File: config.mk
export PLATFORM = sky130hd
export DESIGN_NAME = piso_tx_scheduler_flat
export DESIGN_NICKNAME = d
export VERILOG_FILES = /design/src/rtl/piso_tx_scheduler_if.sv /design/src/rtl/piso_tx_scheduler.sv /design/src/flat_wrapper.sv
export SDC_FILE = /design/constraint.sdc
export NUM_CORES = 1
export LEC_CHECK = 0
export CORE_ASPECT_RATIO = 2
export CORE_MARGIN = 2
export CORE_UTILIZATION = 39
export CTS_CLUSTER_DIAMETER = 80
export DETAILED_ROUTE_END_ITERATION = 16
export PLACE_DENSITY = 0.75
export SYNTH_ARGS = -nofsm -noshare
export SYNTH_HDL_FRONTEND = slang
export SYNTH_SLANG_ARGS = --single-unit
File: constraint.sdc
create_clock -name clk1 -period 1.6 [get_ports clk1]
set_input_delay 0.16 -clock clk1 [delete_from_list [all_inputs] [get_ports clk1]]
set_output_delay 0.16 -clock clk1 [all_outputs]
set_load 0.01 [all_outputs]
File: src/rtl/piso_tx_scheduler_if.sv
// Requester/PISO-control bundle for the PISO transmit scheduler.
// master = byte producers side, slave = the scheduler.
interface piso_tx_scheduler_if #(
    parameter int NUM_REQ = 4,
    parameter int DATA_W  = 8
);
    localparam int ID_W = (NUM_REQ > 1) ? $clog2(NUM_REQ) : 1;

    logic                        enable;
    logic [NUM_REQ-1:0]          req_valid;
    logic [NUM_REQ*DATA_W-1:0]   req_data;
    logic [NUM_REQ-1:0]          req_ready;
    logic                        piso_enable;
    logic                        piso_load;
    logic [DATA_W-1:0]           piso_data;
    logic                        bit_valid;
    logic [ID_W-1:0]             grant_id;
    logic                        busy;
    logic                        frame_done;
    logic                        frame_abort;

    modport master (
        output enable, req_valid, req_data,
        input  req_ready, piso_enable, piso_load, piso_data, bit_valid,
               grant_id, busy, frame_done, frame_abort
    );

    modport slave (
        input  enable, req_valid, req_data,
        output req_ready, piso_enable, piso_load, piso_data, bit_valid,
               grant_id, busy, frame_done, frame_abort
    );
endinterface

File: src/rtl/piso_tx_scheduler.sv
// Round-robin scheduler sharing one PISO serializer among NUM_REQ byte
// requesters; all outputs are registered.
module piso_tx_scheduler #(
    parameter int NUM_REQ    = 4,
    parameter int DATA_W     = 8,
    parameter int GAP_CYCLES = 2
) (
    input  logic               clk1,
    input  logic               reset,
    piso_tx_scheduler_if.slave bus
);
    localparam int ID_W  = (NUM_REQ > 1) ? $clog2(NUM_REQ) : 1;
    localparam int CNT_W = (DATA_W > 1) ? $clog2(DATA_W) : 1;

    typedef enum logic [2:0] {
        S_IDLE, S_LOAD, S_SHIFT, S_DRAIN, S_GAP
    } state_t;

    state_t           state;
    logic [ID_W-1:0]  ptr;
    logic [CNT_W-1:0] bit_cnt;
    logic [3:0]       gap_cnt;
    logic             pick_ok;
    logic [ID_W-1:0]  pick_idx;
    logic [ID_W:0]    rr_j;

    // First valid requester at or after ptr, wrapping around.
    always_comb begin
        pick_ok  = 1'b0;
        pick_idx = '0;
        rr_j     = '0;
        for (int k = 0; k < NUM_REQ; k++) begin
            rr_j = {1'b0, ptr} + (ID_W+1)'(k);
            if (rr_j >= (ID_W+1)'(NUM_REQ))
                rr_j = rr_j - (ID_W+1)'(NUM_REQ);
            if (!pick_ok && bus.req_valid[rr_j[ID_W-1:0]]) begin
                pick_ok  = 1'b1;
                pick_idx = rr_j[ID_W-1:0];
            end
        end
    end

    always_ff @(posedge clk1) begin
        if (reset) begin
            state           <= S_IDLE;
            ptr             <= '0;
            bit_cnt         <= '0;
            gap_cnt         <= '0;
            bus.req_ready   <= '0;
            bus.piso_enable <= 1'b0;
            bus.piso_load   <= 1'b0;
            bus.piso_data   <= '0;
            bus.bit_valid   <= 1'b0;
            bus.grant_id    <= '0;
            bus.busy        <= 1'b0;
            bus.frame_done  <= 1'b0;
            bus.frame_abort <= 1'b0;
        end else begin
            bus.req_ready   <= '0;
            bus.frame_done  <= 1'b0;
            bus.frame_abort <= 1'b0;
            // serial_out lags the shift register by one cycle, so does bit_valid
            bus.bit_valid   <= (state == S_SHIFT) && bus.enable;

            if (state == S_LOAD)
                ptr <= (bus.grant_id == ID_W'(NUM_REQ-1)) ? '0 : bus.grant_id + 1'b1;

            if (state != S_IDLE && !bus.enable) begin
                state           <= S_IDLE;
                bus.piso_enable <= 1'b0;
                bus.piso_load   <= 1'b0;
                bus.busy        <= 1'b0;
                bus.frame_abort <= 1'b1;
                bit_cnt         <= '0;
                gap_cnt         <= '0;
            end else begin
                case (state)
                    S_IDLE: begin
                        if (bus.enable && pick_ok) begin
                            state           <= S_LOAD;
                            bus.grant_id    <= pick_idx;
                            bus.piso_data   <= bus.req_data[pick_idx*DATA_W +: DATA_W];
                            bus.req_ready   <= NUM_REQ'(1) << pick_idx;
                            bus.piso_enable <= 1'b1;
                            bus.piso_load   <= 1'b1;
                            bus.busy        <= 1'b1;
                        end
                    end
                    S_LOAD: begin
                        state         <= S_SHIFT;
                        bus.piso_load <= 1'b0;
                        bit_cnt       <= '0;
                    end
                    S_SHIFT: begin
                        if (bit_cnt == CNT_W'(DATA_W-1)) begin
                            state          <= S_DRAIN;
                            bus.frame_done <= 1'b1;
                        end else begin
                            bit_cnt <= bit_cnt + 1'b1;
                        end
                    end
                    S_DRAIN: begin
                        bus.piso_enable <= 1'b0;
                        gap_cnt         <= '0;
                        if (GAP_CYCLES == 0) begin
                            state    <= S_IDLE;
                            bus.busy <= 1'b0;
                        end else begin
                            state <= S_GAP;
                        end
                    end
                    S_GAP: begin
                        if (gap_cnt == 4'(GAP_CYCLES-1)) begin
                            state    <= S_IDLE;
                            bus.busy <= 1'b0;
                        end else begin
                            gap_cnt <= gap_cnt + 1'b1;
                        end
                    end
                    default: state <= S_IDLE;
                endcase
            end
        end
    end
endmodule
File: src/flat_wrapper.sv
// flat-port wrapper written by rule: the top's interface ports become plain ports
module piso_tx_scheduler_flat 
#(
    parameter int NUM_REQ    = 4,
    parameter int DATA_W     = 8,
    parameter int GAP_CYCLES = 2
)
  (clk1, reset, bus_enable, bus_req_valid, bus_req_data, bus_req_ready, bus_piso_enable, bus_piso_load, bus_piso_data, bus_bit_valid, bus_grant_id, bus_busy, bus_frame_done, bus_frame_abort);
  piso_tx_scheduler_if #(.NUM_REQ(NUM_REQ), .DATA_W(DATA_W)) bus_i ();
  input  logic clk1;
  input  logic reset;
  input wire logic [$bits(bus_i.enable)-1:0] bus_enable;
  input wire logic [$bits(bus_i.req_valid)-1:0] bus_req_valid;
  input wire logic [$bits(bus_i.req_data)-1:0] bus_req_data;
  output wire logic [$bits(bus_i.req_ready)-1:0] bus_req_ready;
  output wire logic [$bits(bus_i.piso_enable)-1:0] bus_piso_enable;
  output wire logic [$bits(bus_i.piso_load)-1:0] bus_piso_load;
  output wire logic [$bits(bus_i.piso_data)-1:0] bus_piso_data;
  output wire logic [$bits(bus_i.bit_valid)-1:0] bus_bit_valid;
  output wire logic [$bits(bus_i.grant_id)-1:0] bus_grant_id;
  output wire logic [$bits(bus_i.busy)-1:0] bus_busy;
  output wire logic [$bits(bus_i.frame_done)-1:0] bus_frame_done;
  output wire logic [$bits(bus_i.frame_abort)-1:0] bus_frame_abort;
  assign bus_i.enable = bus_enable;
  assign bus_i.req_valid = bus_req_valid;
  assign bus_i.req_data = bus_req_data;
  assign bus_req_ready = bus_i.req_ready;
  assign bus_piso_enable = bus_i.piso_enable;
  assign bus_piso_load = bus_i.piso_load;
  assign bus_piso_data = bus_i.piso_data;
  assign bus_bit_valid = bus_i.bit_valid;
  assign bus_grant_id = bus_i.grant_id;
  assign bus_busy = bus_i.busy;
  assign bus_frame_done = bus_i.frame_done;
  assign bus_frame_abort = bus_i.frame_abort;
  piso_tx_scheduler #(.NUM_REQ(NUM_REQ), .DATA_W(DATA_W), .GAP_CYCLES(GAP_CYCLES)) u_core (.clk1(clk1), .reset(reset), .bus(bus_i));
endmodule
==> impl_metrics.py <==
metrics = {
    "drt": {
        "drtPass1Iterations": 4,
        "wire_per_inst_um": 13.75,
        "num_vias": 1449,
        "drtIter0Drc": 14,
        "ant_nets": 0,
        "vias_per_cell": 5.031,
        "drc": 0,
        "postRouteWirelength_mm": 3.959,
    },
    "clock_tree": {
        "worstSkewPairLatency_ns": 0.28,
        "cts_tree": "done",
        "htreeDepth": 2,
        "clockBufferDepth": 2,
        "postCtsSetupBuffers": 0,
        "root_buffer": "clkbuf_8",
        "numCtsBuffers": 5,
        "clk_pin_slew_worst_paths_ns": 0.06,
        "clock_sinks": 32,
    },
    "layout": {
        "final_layout_size_suffix_gt1_frac": 0.1603,
        "antenna_cells": 0,
        "design_area_um2": 2409,
        "fin_nets": 281,
        "areaGrowthSynthToFinish_pct": 58.18,
        "nFillCells": 321,
    },
    "die": {
        "core_area_um2": 3804,
        "die_h_um": 92.37,
        "dieArea_um2": 4451,
        "pin_count": 59,
        "fp.dieW_um": 48.19,
        "rows": 32,
        "start_util": 0.4003,
    },
    "placed_design": {
        "hpwl_mm": 3.127,
        "dpl-instance-area_um2": 2261,
        "gp_congestion": 0.8211,
        "io_buffers": 58,
    },
    "synth": {
        "yosysSeqAreaShare": 0.4207,
        "synth_top_cell_area_share": 0.4207,
        "syn_inst": 163,
        "synth_cell_type_count": 39,
        "syn_area_per_cell_um2": 9.342,
        "synth_area_leaders": "dfxtp_1, mux2i_1, nor2_1",
        "synth_fp_nets": 207,
        "yosysWarnings": 0,
        "yosysTopAreaCell": "dfxtp_1",
        "ys_ff_latch": 32,
        "syn_area_um2": 1523,
    },
    "run": {
        "drv_cap": 0,
    },
    "global_routing": {
        "overflow": 0,
        "grt_pass1_wl_mm": 5.844,
        "grt_usage": 0.1837,
        "grt_pass1_vias": 1422,
        "antenna_found_initial": 0,
        "grt_max_degree": 21,
    },
    "status": {
        "status": "finished, final reports clean",
    },
    "critical_path": {
        "crit_type": "in -> reg",
        "critPathRequiredTime_ns": 1.75,
        "end_kind": "register",
        "worstPathArrival_ns": 1.67,
        "cp-start-kind": "input port",
        "cp_max_fo": 10,
    },
    "timing": {
        "rsz0062_at_grt": "no",
        "hold_viol": 0,
        "finalCriticalPeriod_ns": 1.515,
        "tightest_slew_ns": 0.3584,
        "slew_headroom": 0.7606,
        "clock_skew_ns": 0.002598,
        "drv_slew": 0,
        "setup_viol": 0,
        "post-route-period-util": 0.9470,
        "fmax_mhz": 660.0,
    },
    "power": {
        "p_total_mw": 2.096,
        "vdd_ir_drop_max_uv": 553.4,
        "p_leak_nw": 0.9682,
        "power_density_nw_per_um2": 870.2,
    },
    "min_path": {
        "holdCritPathClass": "reg -> reg",
    },
}
power breakdown:
group | total (mW) | switching, mW | internal (mW)
Combinational | 0.542 | 0.218 | 0.324
Sequential | 0.895 | 0.0381 | 0.857
Clock | 0.659 | 0.277 | 0.382
cell families (layout without fill, tap and decap cells):
logic type      after synthesis  after routing  synth area share
compound gates               27             27            0.1422
xor+xnor                      3              3           0.01726
fa+ha+maj                     5              5           0.04108
buf+inv                      11             85           0.03862
flops                        32             32            0.4207
mux                          20             20            0.1315
simple gates                 65             65            0.2087
cell type report:
type                    count  area [um2]  area share
inverters                   4       15.01    0.006234
multi-input cells         120       840.8      0.3491
repair buffers             74       748.2      0.3106
well taps                  51       63.81     0.02649
clock buffers               7       96.34     0.04000
flip-flops and latches     32       644.4      0.2675
Yosys cell counts:
cell type,count
dfxtp_1,32
nor2_1,23
mux2i_1,20
nand2_1,18
a21oi_1,10
o221ai_1,7
ha_1,5
inv_1,4
nand3_1,4
nor3_1,4
a31o_2,2
buf_2,2
buf_4,2
clkbuf_1,2
nand2b_1,2
o21ai_0,2
xor2_1,2
a311oi_1,1
and2_1,1
and2_2,1
and2b_4,1
and3_1,1
buf_6,1
nand2_2,1
nand3b_1,1
nand4_1,1
nor2b_4,1
nor3_2,1
nor3b_1,1
o21ai_2,1
o21bai_1,1
o221ai_2,1
o2bb2a_1,1
o41ai_4,1
or2_1,1
or2_2,1
or3_1,1
or3b_4,1
xnor2_1,1
worst paths after layout:
path                                        startpoint                              endpoint  slack, ns  depth (start not counted)
setup / recovery                      bus_req_valid[2]  u_core.bus.piso_data[2]$_SDFFE_PP0P_       0.08                          6
hold / removal    u_core.bus.piso_data[6]$_SDFFE_PP0P_  u_core.bus.piso_data[6]$_SDFFE_PP0P_       0.47                          2
setup reg to reg            u_core.ptr[1]$_SDFFE_PP0P_  u_core.bus.piso_data[2]$_SDFFE_PP0P_       0.09                          7
hold reg to reg   u_core.bus.piso_data[6]$_SDFFE_PP0P_  u_core.bus.piso_data[6]$_SDFFE_PP0P_       0.47                          2
flip-flops by register name (all words and copies together) (netlist names), 2 cells and up:
signal and flops:
u_core.bus.req_ready 4, u_core.gap_cnt 4, u_core.bus.piso_data 8, u_core.bit_cnt 3, u_core.ptr 2, u_core.state 3
u_core.bus.grant_id 2
cells in the final DEF (no fill, tap or decap), types with 5 or more instances in the layout:
cell type / Yosys / layout
mux2i_1: 20 / 20
o221ai_1: 7 / 7
ha_1: 5 / 5
nor2_1: 23 / 23
clkdlybuf4s50_1: 0 / 56
dfxtp_1: 32 / 31
a21oi_1: 10 / 10
buf_4: 2 / 13
clkbuf_8: 0 / 7
nand2_1: 18 / 18
through the flow:
stage               setup WS [ns]  utilization  instances  hold slack, ns  setup TNS [ns]
floorplan                  0.1174            -        163          0.2393               0
global placement          -0.2685       0.5944        280          0.4422          -3.385
detailed placement        -0.2820       0.5944        280          0.4605          -3.892
CTS                       0.01932       0.6201        287          0.4741               0
global route             0.009559       0.6332        288          0.4921               0
finish                    0.08482       0.6332        288          0.4744               0
layer usage:
metal,up-vias,part of all wire,GRT usage,wire length [um]
met2,47,0.57,0.3476,2258
met3,7,0.070,0.05848,278
met4,0,0.020,0.08108,78
met1,678,0.34,0.1500,1344
li1,717,-,-,-
met5,-,0,0,0
what timing repair did:
action                                  4_1_cts  5_1_grt
hold buffers                                  0        0
gates resized for setup                       1        6
pin swaps                                     0        1
cloned                                        0        1
endpoints found under the setup margin        8        8
critical path: stages:
cell and delay, ns:
clkdlybuf4s50_1 0.50, o41ai_4 0.41, nor2b_4 0.07, and2b_4 0.19, nand2_2 0.19, o221ai_1 0.15
Power figures use the tool's default switching activity.
